==> src/rtl/mips_ctrl_pkg.sv <==
// Shared decode constants, encodings and types for the pipeline control unit.
package mips_ctrl_pkg;

  // Primary opcodes
  localparam logic [5:0] OP_RTYPE  = 6'b000000;
  localparam logic [5:0] OP_REGIMM = 6'b000001;
  localparam logic [5:0] OP_J      = 6'b000010;
  localparam logic [5:0] OP_JAL    = 6'b000011;
  localparam logic [5:0] OP_BEQ    = 6'b000100;
  localparam logic [5:0] OP_BNE    = 6'b000101;
  localparam logic [5:0] OP_BLEZ   = 6'b000110;
  localparam logic [5:0] OP_BGTZ   = 6'b000111;
  localparam logic [5:0] OP_ADDI   = 6'b001000;
  localparam logic [5:0] OP_SLTI   = 6'b001010;
  localparam logic [5:0] OP_ANDI   = 6'b001100;
  localparam logic [5:0] OP_ORI    = 6'b001101;
  localparam logic [5:0] OP_XORI   = 6'b001110;
  localparam logic [5:0] OP_LB     = 6'b100000;
  localparam logic [5:0] OP_LH     = 6'b100001;
  localparam logic [5:0] OP_LW     = 6'b100011;
  localparam logic [5:0] OP_SB     = 6'b101000;
  localparam logic [5:0] OP_SH     = 6'b101001;
  localparam logic [5:0] OP_SW     = 6'b101011;

  // R-type funct codes that need special handling
  localparam logic [5:0] FN_JR = 6'b001000;

  // ALUOp codes
  localparam logic [2:0] ALU_RTYPE = 3'd0;
  localparam logic [2:0] ALU_ADD   = 3'd1;
  localparam logic [2:0] ALU_SUB   = 3'd2;
  localparam logic [2:0] ALU_AND   = 3'd3;
  localparam logic [2:0] ALU_OR    = 3'd4;
  localparam logic [2:0] ALU_XOR   = 3'd5;
  localparam logic [2:0] ALU_SLT   = 3'd6;

  // RegDst select
  localparam logic [1:0] RD_RT = 2'b00;
  localparam logic [1:0] RD_RD = 2'b01;
  localparam logic [1:0] RD_RA = 2'b10;

  // ALUSrc select
  localparam logic [1:0] SRC_REG  = 2'b00;
  localparam logic [1:0] SRC_IMM  = 2'b01;
  localparam logic [1:0] SRC_ZERO = 2'b10;

  // MemSize encoding
  localparam logic [1:0] MS_WORD = 2'b00;
  localparam logic [1:0] MS_HALF = 2'b01;
  localparam logic [1:0] MS_BYTE = 2'b10;

  typedef struct packed {
    logic [1:0] reg_dst;
    logic [2:0] alu_op;
    logic [1:0] alu_src;
    logic       branch;
    logic       jump;
    logic       jump_reg;
    logic       link;
    logic       mem_read;
    logic       mem_write;
    logic       mem_to_reg;
    logic       reg_write;
    logic [1:0] mem_size;
  } ctrl_t;

  typedef enum logic {
    ST_RUN   = 1'b0,
    ST_FLUSH = 1'b1
  } state_t;

  function automatic logic [2:0] imm_alu_op(input logic [5:0] op);
    case (op)
      OP_ANDI: imm_alu_op = ALU_AND;
      OP_ORI:  imm_alu_op = ALU_OR;
      OP_XORI: imm_alu_op = ALU_XOR;
      OP_SLTI: imm_alu_op = ALU_SLT;
      default: imm_alu_op = ALU_ADD;
    endcase
  endfunction

  function automatic logic [1:0] mem_size_of(input logic [5:0] op);
    case (op)
      OP_LH, OP_SH: mem_size_of = MS_HALF;
      OP_LB, OP_SB: mem_size_of = MS_BYTE;
      default:      mem_size_of = MS_WORD;
    endcase
  endfunction

  function automatic logic is_branch(input logic [5:0] op);
    is_branch = (op == OP_BEQ) || (op == OP_BNE) || (op == OP_REGIMM) ||
                (op == OP_BLEZ) || (op == OP_BGTZ);
  endfunction

  function automatic logic is_store(input logic [5:0] op);
    is_store = (op == OP_SW) || (op == OP_SH) || (op == OP_SB);
  endfunction

endpackage

==> src/rtl/hazard_detect.sv <==
// Load-use hazard check: the instruction in decode reads the register a load
// issued last cycle is still fetching.
module hazard_detect
  import mips_ctrl_pkg::*;
(
  input  logic       i_prev_memread,
  input  logic [4:0] i_prev_rt,
  input  logic [4:0] i_rs,
  input  logic [4:0] i_rt,
  input  logic [5:0] i_opcode,
  output logic       o_hazard
);

  logic w_rt_is_source;

  // rt is only a source operand for R-type, branches and stores.
  always_comb begin
    w_rt_is_source = (i_opcode == OP_RTYPE) || is_branch(i_opcode) || is_store(i_opcode);
  end

  // $0 never carries a pending load value, so it can never cause a stall.
  always_comb begin
    o_hazard = i_prev_memread && (i_prev_rt != 5'd0) &&
               ((i_rs == i_prev_rt) || (w_rt_is_source && (i_rt == i_prev_rt)));
  end

endmodule

==> src/rtl/pipe_controller.sv <==
// Decode-stage control unit: registered control word, load-use stall,
// flush bubbling and illegal-opcode tracking.
//
//   state    | meaning
//   ---------+---------------------------------------------------------------
//   ST_RUN   | normal decode; Stall and illegal detection active
//   ST_FLUSH | squashing; r_flush_cnt counts down, the cycle with count 1
//            | lets the next instruction through so exactly FLUSH_DEPTH
//            | bubbles reach the outputs
module pipe_controller
  import mips_ctrl_pkg::*;
#(
  parameter int ALUOP_W     = 3,
  parameter int FLUSH_DEPTH = 1,
  parameter int CNT_W       = 8,
  parameter int EN_JUMP     = 1
) (
  input  logic               Clk,
  input  logic               Rst,
  input  logic [31:0]        Instruction,
  input  logic               InstrValid,
  input  logic               Flush,
  output logic [1:0]         RegDst,
  output logic [ALUOP_W-1:0] ALUOp,
  output logic [1:0]         ALUSrc,
  output logic               Branch,
  output logic               Jump,
  output logic               JumpReg,
  output logic               Link,
  output logic               MemRead,
  output logic               MemWrite,
  output logic               MemtoReg,
  output logic               RegWrite,
  output logic               CtrlValid,
  output logic [1:0]         MemSize,
  output logic               Stall,
  output logic               IllegalOp,
  output logic [CNT_W-1:0]   IllegalCount
);

  localparam logic [2:0] LP_DEPTH = 3'(FLUSH_DEPTH);

  logic [5:0] w_op;
  logic [4:0] w_rs;
  logic [4:0] w_rt;
  logic [5:0] w_funct;
  logic       w_unused_bits;

  assign w_op          = Instruction[31:26];
  assign w_rs          = Instruction[25:21];
  assign w_rt          = Instruction[20:16];
  assign w_funct       = Instruction[5:0];
  assign w_unused_bits = ^Instruction[15:6];

  state_t     r_state;
  state_t     w_state_nxt;
  logic [2:0] r_flush_cnt;
  logic [2:0] w_flush_cnt_nxt;

  ctrl_t            r_ctrl;
  logic             r_ctrl_valid;
  logic             r_illegal;
  logic [4:0]       r_prev_rt;
  logic [CNT_W-1:0] r_illegal_count;

  ctrl_t      w_dec;
  logic       w_dec_illegal;
  logic       w_hazard;
  logic       w_squash;
  logic       w_bubble;
  ctrl_t      w_ctrl_nxt;
  logic       w_valid_nxt;
  logic       w_illegal_nxt;
  logic [4:0] w_prev_rt_nxt;

  hazard_detect u_hazard (
    .i_prev_memread (r_ctrl.mem_read),
    .i_prev_rt      (r_prev_rt),
    .i_rs           (w_rs),
    .i_rt           (w_rt),
    .i_opcode       (w_op),
    .o_hazard       (w_hazard)
  );

  // Flush wins over everything; a stall is only meaningful while running.
  assign Stall = w_hazard && InstrValid && !Flush && (r_state == ST_RUN);

  // Decode table: one control word per opcode, unlisted fields stay zero.
  always_comb begin
    w_dec         = '0;
    w_dec_illegal = 1'b0;
    case (w_op)
      OP_RTYPE: begin
        if (w_funct == FN_JR) begin
          if (EN_JUMP != 0) w_dec.jump_reg = 1'b1;
          else              w_dec_illegal  = 1'b1;
        end else begin
          w_dec.reg_dst    = RD_RD;
          w_dec.alu_op     = ALU_RTYPE;
          w_dec.reg_write  = 1'b1;
          w_dec.mem_to_reg = 1'b1;
        end
      end
      OP_ADDI, OP_SLTI, OP_ANDI, OP_ORI, OP_XORI: begin
        w_dec.reg_dst    = RD_RT;
        w_dec.alu_op     = imm_alu_op(w_op);
        w_dec.alu_src    = SRC_IMM;
        w_dec.reg_write  = 1'b1;
        w_dec.mem_to_reg = 1'b1;
      end
      OP_LW, OP_LH, OP_LB: begin
        w_dec.alu_op    = ALU_ADD;
        w_dec.alu_src   = SRC_IMM;
        w_dec.mem_read  = 1'b1;
        w_dec.reg_write = 1'b1;
        w_dec.mem_size  = mem_size_of(w_op);
      end
      OP_SW, OP_SH, OP_SB: begin
        w_dec.alu_op    = ALU_ADD;
        w_dec.alu_src   = SRC_IMM;
        w_dec.mem_write = 1'b1;
        w_dec.mem_size  = mem_size_of(w_op);
      end
      OP_BEQ, OP_BNE, OP_REGIMM: begin
        w_dec.alu_op  = ALU_SUB;
        w_dec.alu_src = SRC_REG;
        w_dec.branch  = 1'b1;
      end
      OP_BLEZ, OP_BGTZ: begin
        w_dec.alu_op  = ALU_SUB;
        w_dec.alu_src = SRC_ZERO;
        w_dec.branch  = 1'b1;
      end
      OP_J: begin
        if (EN_JUMP != 0) w_dec.jump    = 1'b1;
        else              w_dec_illegal = 1'b1;
      end
      OP_JAL: begin
        if (EN_JUMP != 0) begin
          w_dec.jump      = 1'b1;
          w_dec.link      = 1'b1;
          w_dec.reg_dst   = RD_RA;
          w_dec.reg_write = 1'b1;
        end else begin
          w_dec_illegal = 1'b1;
        end
      end
      default: w_dec_illegal = 1'b1;
    endcase
  end

  // Next state / flush counter; a Flush in FLUSH restarts the count.
  always_comb begin
    w_state_nxt     = r_state;
    w_flush_cnt_nxt = r_flush_cnt;
    w_squash        = 1'b0;
    if (Flush) begin
      w_state_nxt     = ST_FLUSH;
      w_flush_cnt_nxt = LP_DEPTH;
      w_squash        = 1'b1;
    end else if (r_state == ST_FLUSH) begin
      if (r_flush_cnt <= 3'd1) begin
        w_state_nxt     = ST_RUN;
        w_flush_cnt_nxt = 3'd0;
      end else begin
        w_flush_cnt_nxt = r_flush_cnt - 3'd1;
        w_squash        = 1'b1;
      end
    end
  end

  // Select decoded word or bubble for the output register.
  always_comb begin
    w_bubble      = w_squash || Stall || !InstrValid;
    w_ctrl_nxt    = w_bubble ? '0 : w_dec;
    w_valid_nxt   = !w_bubble;
    w_illegal_nxt = !w_bubble && w_dec_illegal;
    w_prev_rt_nxt = w_bubble ? 5'd0 : w_rt;
  end

  // FSM state register.
  always_ff @(posedge Clk or negedge Rst) begin
    if (!Rst) begin
      r_state     <= ST_RUN;
      r_flush_cnt <= 3'd0;
    end else begin
      r_state     <= w_state_nxt;
      r_flush_cnt <= w_flush_cnt_nxt;
    end
  end

  // Output register stage, hazard tracking and saturating illegal counter.
  always_ff @(posedge Clk or negedge Rst) begin
    if (!Rst) begin
      r_ctrl          <= '0;
      r_ctrl_valid    <= 1'b0;
      r_illegal       <= 1'b0;
      r_prev_rt       <= 5'd0;
      r_illegal_count <= '0;
    end else begin
      r_ctrl       <= w_ctrl_nxt;
      r_ctrl_valid <= w_valid_nxt;
      r_illegal    <= w_illegal_nxt;
      r_prev_rt    <= w_prev_rt_nxt;
      if (w_illegal_nxt && (r_illegal_count != '1))
        r_illegal_count <= r_illegal_count + CNT_W'(1);
    end
  end

  assign RegDst       = r_ctrl.reg_dst;
  assign ALUOp        = ALUOP_W'(r_ctrl.alu_op);
  assign ALUSrc       = r_ctrl.alu_src;
  assign Branch       = r_ctrl.branch;
  assign Jump         = r_ctrl.jump;
  assign JumpReg      = r_ctrl.jump_reg;
  assign Link         = r_ctrl.link;
  assign MemRead      = r_ctrl.mem_read;
  assign MemWrite     = r_ctrl.mem_write;
  assign MemtoReg     = r_ctrl.mem_to_reg;
  assign RegWrite     = r_ctrl.reg_write;
  assign MemSize      = r_ctrl.mem_size;
  assign CtrlValid    = r_ctrl_valid;
  assign IllegalOp    = r_illegal;
  assign IllegalCount = r_illegal_count;

endmodule

==> config.mk <==
export PLATFORM = sky130hd
export DESIGN_NAME = pipe_controller
export DESIGN_NICKNAME = d
export VERILOG_FILES = /design/src/rtl/mips_ctrl_pkg.sv /design/src/rtl/hazard_detect.sv /design/src/rtl/pipe_controller.sv
export SDC_FILE = /design/constraint.sdc
export NUM_CORES = 1
export LEC_CHECK = 0
export ABC_AREA = 1
export CORE_MARGIN = 3
export CORE_UTILIZATION = 45
export CTS_CLUSTER_SIZE = 10
export DETAILED_ROUTE_END_ITERATION = 16
export PLACE_DENSITY_LB_ADDON = 0.3
export SYNTH_ARGS = -nofsm -noshare
export SYNTH_HDL_FRONTEND = slang
export SYNTH_SLANG_ARGS = --single-unit
==> constraint.sdc <==
create_clock -name Clk -period 5.1 [get_ports Clk]
set_clock_uncertainty 0.1 [all_clocks]
set_input_delay 1.02 -clock Clk [delete_from_list [all_inputs] [get_ports Clk]]
set_output_delay 1.02 -clock Clk [all_outputs]
set_load 0.02 [all_outputs]
==> out/metrics.cfg <==
[layout]
num-fill-cells=342
layout_commonest_cell=clkdlybuf4s50_1
area_delta_synth_final_pct=34.4
fin_nets=320
drive_gt1_share_pct=9.93
final_cell_mix=clkdlybuf4s50_1 (52), nand2_1 (51), dfrtp_1 (36)
antenna_cells=0

[global_routing]
grt_pass1_wl_mm=6.91
grt_max_degree=37
grt_usage_pct=17.0
grt_overflow=0
grt_pass1_vias=1560
antenna_found_initial=0

[drt]
drt_wl_total_mm=4.05
dr.pass1.iters=5
vias_per_cell=4.94
avgRoutedWirePerCell_um=12.2
first_iter_violations=64
detail-route-antenna-nets=0
vias=1641
drc=0

[power]
ir_drop_v=0.000192
p_leak_nw=1.22
p_per_area_nw_per_um2=278

[clocking]
cts.root.buffer_cell=clkbuf_8
cts_buffers=5
cts_max_path_buffers=2
cts_tree=yes
clkLatencyLatePin_ns=0.28
post-cts-setup-buffer-count=0
cts_hold_buf=0
cts_sinks=36
h-tree-depth=2
cts_resized=0
clk_pin_slew_ns=0.07

[placement]
place_congestion=0.909
dpl.hpwl_mm=3.08
portBuffers=53
dp_slack_ns=0.810

[floorplan]
design.core.area_um2=4060
dieHeight_um=71.1
io_pins=64
die_w_um=71.1
fp-row-count=23
die-area_um2=5050
start_util_pct=47.0

[logic_synthesis]
synth_mux_area_share_pct=0
yosysTopAreaCell=dfrtp_1
postSynthAreaPerCell_um2=8.55
synth-seq-cells=36
synth_top_cells_by_area=dfrtp_1 (47%), nand2_1 (10%), inv_1 (5.5%)
yosys.area_share.adder_pct=1.97
synth.net_count=262
synthSimpleGateAreaFrac_pct=33.5
synth_top_family_by_area=simple AND/OR/NAND/NOR gates
yosysSeqAreaShare_pct=47.2
synth_cell_types=29
synth-xor-area-share_pct=5.05
synth_compound_area_share_pct=4.79
yosys.area.top_type_share_pct=47.2
syn_inst=223
ys_warn_count=0
netlist_area_um2=1910

[critical_path]
reg2reg_to=MemSize[0]
r2r_start=r_flush_cnt[0]
cp.arrival_ns=3.20
critPathRequiredTime_ns=3.98
startpoint_type=input pin
startpoint=Instruction[27]
worst-setup-path-type=in2out
worstPathMaxFanout=5
reg2reg_depth=7
end_kind=output pin
rrSetupSlack_ns=3.18

[flow_run]
maxCapViolations=0

[sta]
slew_viol_final=0
fin_crit_sh_pct=84.6
rsz0062_at_grt=no
relSlewSlack_pct=50.5
finalHoldViolations=0
max_freq_mhz=232
setup_viol=0
fin_crit_ns=4.32
tns_ns=0
worstMarginPinSlew_ns=0.743
fin_ws_ns=0.783

[outcome]
status=finished, final reports clean

[hold_path]
min-delay-start=r_state
hold_class=reg2reg
hold_end=r_state
hold_depth=2

synthesized netlist by cell type:
cell      count
nor3_2        2
o21ai_1       1
xor2_1        2
nand3b_4      1
dfrtp_1      36
a21oi_4       1
nand3_1      12
o21ai_0       2
nor2_1       28
inv_2         4
o22ai_1       2
ha_1          3
nand2_2       3
nand4_4       1
buf_6         2
or2_2         1
nor2_2        2
nor3b_1       3
nand2_1      51
xnor2_1       9
inv_1        28
nand3b_1      1
a31oi_1       2
nor2_4        2
a21oi_1       2
nand2_4       2
nor3_1        4
a31oi_2       2
nand4_1      14
state kept, by name, summed over array words and instances, names as in the netlist, 2 cells and up:
signal and flops:
MemSize 2, r_flush_cnt 3, r_prev_rt 5, IllegalCount 8, ALUOp 3, RegDst 2
ALUSrc 2
critical path, stage by stage:
cell and delay [ns]:
clkdlybuf4s50_1 0.49, inv_2 0.12, nand2_2 0.07, nor2_1 0.26
nand2_1 0.18, nand3_1 0.13, nand2_1 0.07, nand2_2 0.11
nand2_4 0.08, inv_1 0.06, clkdlybuf4s50_1 0.60
through the flow:
step / total power [W] / instances / hold WS, ns / utilization (%) / area (um2)
2_1_floorplan: 0.000437 / 223 / 0.407 / - / 1910
3_3_place_gp: 0.000513 / 324 / 0.427 / 60.9 / 2470
3_5_place_dp: 0.000518 / 324 / 0.443 / 60.9 / 2470
4_1_cts: 0.000722 / 332 / 0.461 / 63.2 / 2560
5_1_grt: 0.000754 / 332 / 0.489 / 63.2 / 2560
6_report: 0.000712 / 332 / 0.462 / 63.2 / 2560
where the power goes:
part	total (W)	internal, W	switching (W)	leakage [nW]
Clock	0.000200	0.000110	0.0000901	0.0455
Combinational	0.000177	0.0000821	0.0000946	0.690
Sequential	0.000335	0.000308	0.0000276	0.488
Total	0.000712	0.000500	0.000212	1.22
cell families (layout without fill, tap and decap cells):
kind of cell,after synthesis,count (layout)
AOI/OAI and AO/OA,12,12
xor gates and xnor gates,11,11
adders and majority gates,3,3
buffers and inverters,34,93
DFF,36,36
and+or+nand+nor,127,127
area by class of cell:
type	count	area, um2	area share [%]
Sequential cell	36	901	35.2
Multi-Input combinational cell	153	863	33.7
Timing Repair Buffer	53	526	20.5
Inverter	32	120	4.69
Clock buffer	8	90.1	3.52
Tap cell	50	62.6	2.44
layer usage:
metal  GRT usage [%]  part of all wire (%)  up-vias  routed length, um
met2            28.5                    50       44               2020
met3            4.40                   5.3        5                214
met4            3.76                   1.0        0                 42
li1                -                     -      834                  -
met1            22.3                    44      758               1780
met5               0                     0        -                  0
worst max path at each step:
stage	cells past startpoint	endpoint	slack (ns)
final	11	Stall	0.78
after CTS	11	Stall	0.79
after floorplan	9	Stall	2.04
after global routing	11	Stall	0.63
after detailed placement	11	Stall	0.81
after global placement	11	Stall	0.83
Note: power is estimated with default switching activity, not from simulation.
